[src/rtl/parking_controller.sv]
// rtl/parking_controller.sv - parking entrance gate controller with PIN check, attempt limit and block alarm.
// Optional WAIT_PIN idle timeout is enabled by defining PARKING_TIMEOUT_EN.
module parking_controller #(
    parameter logic [15:0] PIN            = 16'h5990,
    parameter int          MAX_ATTEMPTS   = 3,
    parameter int          CNT_W          = 8,
    parameter int          TIMEOUT_CYCLES = 1024
) (
    input  logic             clk,
    input  logic             rst,
    input  logic             vehicle_arrival,
    input  logic             vehicle_left,
    input  logic [15:0]      code,
    input  logic             code_ack,
    output logic             gate_open,
    output logic             gate_closed,
    output logic             wrong_pin_alarm,
    output logic             block_alarm,
    output logic [CNT_W-1:0] admitted_cnt
);

    localparam int ATT_W = $clog2(MAX_ATTEMPTS + 1);

    if (MAX_ATTEMPTS < 1 || TIMEOUT_CYCLES < 1) begin : g_bad_params
        $error("parking_controller: MAX_ATTEMPTS and TIMEOUT_CYCLES must be >= 1");
    end

    typedef enum logic [1:0] {IDLE, WAIT_PIN, GATE_OPEN, BLOCKED} state_t;

    state_t             state;
    logic               ack_q;
    logic               arr_q;
    logic [ATT_W-1:0]   attempts;
    logic               ack_rise;
    logic               pin_ok;
    logic               arr_rise;

`ifdef PARKING_TIMEOUT_EN
    localparam int TMO_W = $clog2(TIMEOUT_CYCLES + 1);
    logic [TMO_W-1:0]   tmo_cnt;
`endif

    assign ack_rise = code_ack & ~ack_q;
    assign pin_ok   = ack_rise && (code == PIN);
    assign arr_rise = vehicle_arrival & ~arr_q;

    always_ff @(posedge clk or negedge rst) begin
        if (!rst) begin
            state           <= IDLE;
            ack_q           <= 1'b0;
            arr_q           <= 1'b0;
            attempts        <= '0;
            gate_open       <= 1'b0;
            gate_closed     <= 1'b1;
            wrong_pin_alarm <= 1'b0;
            block_alarm     <= 1'b0;
            admitted_cnt    <= '0;
`ifdef PARKING_TIMEOUT_EN
            tmo_cnt         <= '0;
`endif
        end else begin
            ack_q <= code_ack;
            arr_q <= vehicle_arrival;
            case (state)
                IDLE: begin
                    if (vehicle_arrival) begin
                        state <= WAIT_PIN;
`ifdef PARKING_TIMEOUT_EN
                        tmo_cnt <= '0;
`endif
                    end
                end
                WAIT_PIN: begin
                    if (ack_rise) begin
`ifdef PARKING_TIMEOUT_EN
                        tmo_cnt <= '0;
`endif
                        if (code == PIN) begin
                            state           <= GATE_OPEN;
                            gate_open       <= 1'b1;
                            gate_closed     <= 1'b0;
                            attempts        <= '0;
                            wrong_pin_alarm <= 1'b0;
                            if (admitted_cnt != '1)
                                admitted_cnt <= admitted_cnt + 1'b1;
                        end else if (attempts != ATT_W'(MAX_ATTEMPTS)) begin
                            // Attempts saturate at the limit so the alarm never wraps away
                            attempts <= attempts + 1'b1;
                            if (attempts == ATT_W'(MAX_ATTEMPTS - 1))
                                wrong_pin_alarm <= 1'b1;
                        end
                    end else if (!vehicle_arrival) begin
                        state <= IDLE;
                    end
`ifdef PARKING_TIMEOUT_EN
                    else if (tmo_cnt == TMO_W'(TIMEOUT_CYCLES - 1)) begin
                        state <= IDLE;
                    end else begin
                        tmo_cnt <= tmo_cnt + 1'b1;
                    end
`endif
                end
                GATE_OPEN: begin
                    // A new arrival takes priority over the departing vehicle
                    if (arr_rise) begin
                        state       <= BLOCKED;
                        block_alarm <= 1'b1;
                        gate_open   <= 1'b0;
                        gate_closed <= 1'b1;
                    end else if (vehicle_left) begin
                        state       <= IDLE;
                        gate_open   <= 1'b0;
                        gate_closed <= 1'b1;
                    end
                end
                BLOCKED: begin
                    if (pin_ok) begin
                        state           <= IDLE;
                        block_alarm     <= 1'b0;
                        attempts        <= '0;
                        wrong_pin_alarm <= 1'b0;
                    end
                end
                default: state <= IDLE;
            endcase
        end
    end

endmodule
[config.mk]
export PLATFORM = sky130hd
export DESIGN_NAME = parking_controller
export DESIGN_NICKNAME = d
export VERILOG_FILES = /design/src/rtl/parking_controller.sv
export SDC_FILE = /design/constraint.sdc
export NUM_CORES = 1
export LEC_CHECK = 0
export CORE_ASPECT_RATIO = 0.7
export CORE_MARGIN = 2
export CORE_UTILIZATION = 40
export CTS_CLUSTER_SIZE = 12
export DETAILED_ROUTE_END_ITERATION = 6
export MAX_ROUTING_LAYER = met4
export PLACE_DENSITY_LB_ADDON = 0.05
export SLEW_MARGIN = 20
export SYNTH_ARGS = -nofsm -noshare
export SYNTH_HDL_FRONTEND = slang
export SYNTH_SLANG_ARGS = --single-unit
[constraint.sdc]
create_clock -name clk -period 1.5 [get_ports clk]
set_input_delay 0.15 -clock clk [delete_from_list [all_inputs] [get_ports clk]]
set_output_delay 0.15 -clock clk [all_outputs]
set_load 0.1 [all_outputs]
## Yosys cells after proc, flatten, opt, wreduce, memory -nomap -nowiden

Cells that the tools add are included.

| cells by class | value |
|---|---|
| $add $sub $neg | 2 |
| equal/unequal tests | 17 |
| multiplexer cells | 30 |
| bitwise operators | 4 |
| reduce and logical (&&, ||, !) cells | 11 |

Operators with widths:

| kind | number |
|---|---|
| $mux 2 | 10 |
| $eq 16x15->1 const B | 1 |
| $ne 3x3->1 const B | 5 |
| $mux 1 | 14 |
| $ne 2x2->1 const B | 6 |
| $reduce_and 4->1 | 3 |
| $reduce_and 5->1 | 2 |
| $add 8x1->8 const B | 1 |
| $ne 8x8->1 const B | 1 |
| $pmux 1 s2 | 4 |
| $pmux 2 s4 | 1 |
| $eq 2x2->1 const B | 3 |
| $reduce_bool 2->1 | 3 |
| $pmux 2 s2 | 1 |
| $reduce_and 3->1 | 1 |
| $add 2x1->2 const B | 1 |
| $and 1x1->1 | 2 |
| $eq 2x1->1 const B | 1 |
| $logic_not 2->1 | 1 |
| $not 1->1 | 2 |
| $logic_and 1x1->1 | 1 |

| storage, ports and cells | value |
|---|---|
| register bits | 18 |
| input port bits | 21 |

## Longest topological paths before layout

| logic depth | value |
|---|---|
| depth after elaboration | 6 |
| depth in mapped cells | 5 |
| mapped depth without buffers | 5 |

## Least setup slack after synthesis

No wires, ideal clock.

| path | value |
|---|---|
| path kind | register -> register |
| start point | register admitted_cnt[0] |
| end point | register admitted_cnt[1] |
| arrival time | 2.019 ns |
| data required time | 1.372 ns |
| slack | -0.648 ns |
| stages on the path, launching flop included | 6 |
| buffers on the path | 0 |
| path through | dfrtp_1 -> ha_1 -> nand3_1 -> nor2_1 -> nor4_2 -> mux2_1 |

| on the way | value |
|---|---|
| longest elaborated chain between the ends | 2 |
| elaborated cells between the ends (all ways) | 3 |
| those cells by class | add/sub: 1; eq/ne: 1; reduce/logical: 1 |

Ends and longest elaborated chain:

| what | RTL line | RTL |
|---|---|---|
| from (decl) | 19 | `output logic [CNT_W-1:0] admitted_cnt` |
| from (signal assigned) | 85 | `admitted_cnt <= admitted_cnt + 1'b1;` |
| parallel branches: the longest is 2 deep, another holds $add 8x1->8 | -- |  |

Several ways; the timed one is not identified.
A chain may end at the register's enable or synchronous reset.

## Final worst setup path

| path | value |
|---|---|
| start point | register ack_q |
| end point | register admitted_cnt[4] |

| on the way | value |
|---|---|
| longest elaborated chain between the ends | 3 |

Ends and longest elaborated chain:

| what | RTL line | RTL |
|---|---|---|
| from (decl) | 31 | `logic ack_q;` |
| from (signal assigned) | 62 | `ack_q <= code_ack;` |
| $not 1->1 | 43 | `assign ack_rise = code_ack & ~ack_q;` |
| $and 1x1->1 | 43 |  |
| $reduce_and 4->1 (no line) | -- |  |

No other way between the ends.

==> metrics <==
run status finished with violations; failing checks setup timing; TritonCTS Buffers 3; Row Count 14; startpoint kind of the worst setup timing path register; max-slew violations 0; delay of the slowest critical-path stage 0.39 ns; sequential element share of the synthesized area 0.4599; register clock-pin slew on the reported worst setup and hold paths 0.10 ns; Area growth, synth to finish 79.24%; combinational cell fraction of total power 0.315; TNS Setup -0.02799 ns; remaining routing DRC violations 0; category of the worst setup path capture point register; source-to-sink clock delay at the later pin of the worst-skew pair 0.31 ns; total I/O pin count 33; initial DRC count 36; final critical-path required period 1.528 ns; antenna-violating nets left 0; initial antenna violation count 0; Peak VDD IR 0.0005695 V; unrepaired setup endpoints after global routing true; leakage power 0.7407 nW; die span in x 63.23 um; number of global-route vias before repair 957; total global routing track utilization 0.2064; wire length of the first global-routing pass 4353 um; share of power burned in registers 0.470; TritonCTS clock tree yes; DR WL/cell 15.93 um; number of clock sinks 18; HP Class input port to async pin; synthesized instance count 90; cts hold-fix bufs 0; half-perimeter wire length after detailed placement 1950 um; quantity of I/O buffers inserted on ports 32; data required time at the worst endpoint 1.73 ns; Final period util 1.019; Critical Path Fanout Max 7; slew at the pin closest to its max-slew limit 0.3253 ns; largest net degree at the start of global routing 19; number of levels the H-tree was split into 1; net count after synthesis 114; DIE AREA 2874 sq um; critical path type register to register; count of synthesis-stage warnings from yosys 0; via count of the routed design 930; maximum clock insertion buffer count 2; Layout Skew 0.002885 ns; area of the core 2242 sq um; final-stage net count 167; routability cong. 0.7371; highest-count cells in the layout ignoring fill and taps sky130_fd_sc_hd__buf_4 (15), sky130_fd_sc_hd__dlygate4sd2_1 (12), sky130_fd_sc_hd__buf_12 (12), sky130_fd_sc_hd__dfrtp_1 (9); Avg Inst Size Synth 10.91 sq um; R2R setup slack -0.03 ns; data arrival time of the critical path 1.76 ns; number of failing setup endpoints in the final timing report 1; worst setup path startpoint ack_q$_DFF_PN0_; routed wire length 2772 um; first-pass detailed-route iteration total 4; via density per instance 5.345; net switching component of the power 421.5 uW; clock power share 0.215; distinct cell type count after synthesis 29; fraction of layout instances using a drive strength above 1 0.4507; worst slew slack as a fraction of its limit 0.7822; final number of hold-violating endpoints 0; CP max stage cell sky130_fd_sc_hd__dfrtp_1; CTS root buf sky130_fd_sc_hd__clkbuf_4; power density over the cells 687.7 nW/um^2; fraction of power spent switching nets 0.3482; count of state elements after synthesis 18; Setup WS post-layout -0.02799 ns; f_max 0.6545 GHz; cell chain of the critical path nand3b_1 > buf_6 > or3_4 > nor3_4 > xor2_1; most common cell after layout, fill and taps aside sky130_fd_sc_hd__buf_4; utilization after layout 0.7852; effective utilization at floorplan 0.4381; number of antenna repair diodes 0; residual overflow from global routing 0; synthesized area 982.2 sq um; internal power 789.1 uW; startpoint of the lowest-slack register-to-register path ack_q$_DFF_PN0_; Max Cap Violations 0; floorplan die height 45.46 um
[sequential cells by signal (all words and copies together) (netlist names)]
register / flops
gate_closed: 1
state: 2
arr_q: 1
block_alarm: 1
gate_open: 1
attempts: 2
wrong_pin_alarm: 1
ack_q: 1
admitted_cnt: 8
[worst max-delay path: cells and delay by family (launching register included)]
kind / cells / cell delay (ns)
DFF: 1 / 0.39
and+or+nand+nor: 3 / 0.73
buffers and inverters: 1 / 0.15
xor gates and xnor gates: 1 / 0.17
[per-stage QoR]
stage / total power [mW] / std cells / hold slack (ns) / worst slack (ns) / instance area, sq um
2_1_floorplan: 0.7801 / 90 / -0.1456 / -0.1862 / 1044
3_3_place_gp: 0.9394 / 169 / 0.4992 / -0.4055 / 1644
3_5_place_dp: 0.9638 / 169 / 0.5094 / -0.4687 / 1644
4_1_cts: 1.218 / 173 / 0.1627 / 0.008232 / 1699
5_1_grt: 1.279 / 174 / 0.1769 / -0.09578 / 1760
6_report: 1.211 / 174 / 0.1600 / -0.02799 / 1760
[logic make-up (layout without fill, tap and decap cells)]
group           Yosys count  count (layout)  synth area share
fa+ha+maj                 3               3           0.03822
buf+inv                   6              58           0.02293
flops                    18              18            0.4599
mux                       5               5           0.05605
xor+xnor                  4               4           0.03567
compound gates           15              15           0.08790
simple gates             39              39            0.2994
[cell type report]
class                      instances  area [sq um]
multi-input combinational         66         628.1
timing repair buffer              50         571.8
fill                             168         481.7
sequential                        18         479.2
tap                               32         40.04
clock buffer                       4         26.28
inverter                           4         15.01
[final timing paths]
kind	end	cells after the start
max reg2reg	admitted_cnt[4]$_DFFE_PN0P_	5
min	admitted_cnt[1]$_DFFE_PN0P_	2
max	admitted_cnt[4]$_DFFE_PN0P_	5
min reg2reg	gate_closed$_DFFE_PN1P_	2
min in group clk	ack_q$_DFF_PN0_	1
max in group asynchronous	gate_closed$_DFFE_PN1P_	2
[cell usage after synthesis]
master | n | area [sq um]
sky130_fd_sc_hd__nand4_1 | 1 | 6.260
sky130_fd_sc_hd__nand2b_1 | 4 | 25.02
sky130_fd_sc_hd__inv_1 | 4 | 15.01
sky130_fd_sc_hd__dfrtp_1 | 17 | 425.4
sky130_fd_sc_hd__nand2_1 | 4 | 15.01
sky130_fd_sc_hd__a32oi_1 | 1 | 8.760
sky130_fd_sc_hd__a21oi_1 | 5 | 25.02
sky130_fd_sc_hd__nand3_1 | 2 | 10.01
sky130_fd_sc_hd__nand4_2 | 2 | 25.02
sky130_fd_sc_hd__o21ai_0 | 7 | 35.03
sky130_fd_sc_hd__and4bb_2 | 2 | 25.02
sky130_fd_sc_hd__ha_1 | 3 | 37.54
sky130_fd_sc_hd__nor4_1 | 4 | 25.02
sky130_fd_sc_hd__clkbuf_1 | 2 | 7.510
sky130_fd_sc_hd__o2bb2ai_1 | 1 | 8.760
sky130_fd_sc_hd__or3_1 | 1 | 6.260
sky130_fd_sc_hd__nand3b_1 | 2 | 15.01
sky130_fd_sc_hd__xor2_1 | 4 | 35.03
sky130_fd_sc_hd__mux2_1 | 2 | 22.52
sky130_fd_sc_hd__mux2i_1 | 1 | 10.01
sky130_fd_sc_hd__a2bb2oi_1 | 1 | 8.760
sky130_fd_sc_hd__nor3_1 | 4 | 20.02
sky130_fd_sc_hd__mux2_2 | 2 | 22.52
sky130_fd_sc_hd__nor2_1 | 5 | 18.77
sky130_fd_sc_hd__nand4b_1 | 2 | 17.52
sky130_fd_sc_hd__dfstp_2 | 1 | 26.28
sky130_fd_sc_hd__nor4b_4 | 2 | 47.55
sky130_fd_sc_hd__nor4_2 | 2 | 25.02
sky130_fd_sc_hd__nor2b_1 | 2 | 12.51
[power groups by stage]
| stage | Sequential, mW | Combinational [mW] | Clock, mW |
|---|---|---|---|
| 2_1_floorplan | 0.667 | 0.113 | 0 |
| 3_3_place_gp | 0.575 | 0.365 | 0 |
| 3_5_place_dp | 0.580 | 0.383 | 0 |
| 4_1_cts | 0.570 | 0.377 | 0.271 |
| 5_1_grt | 0.578 | 0.414 | 0.287 |
| 6_report | 0.569 | 0.381 | 0.261 |
[routing by layer]
metal,track usage,share of wire
met4,0.06087,0.018
met5,-,0
met2,0.3383,0.50
met1,0.2594,0.42
met3,0.05198,0.055
[repair_timing]
item,4_1_cts,5_1_grt
endpoints found under the setup margin,10,7
gates resized for setup,25,12
pin swaps,6,10
buffers inserted,0,1
No activity file was read; power rests on OpenSTA's default activity.
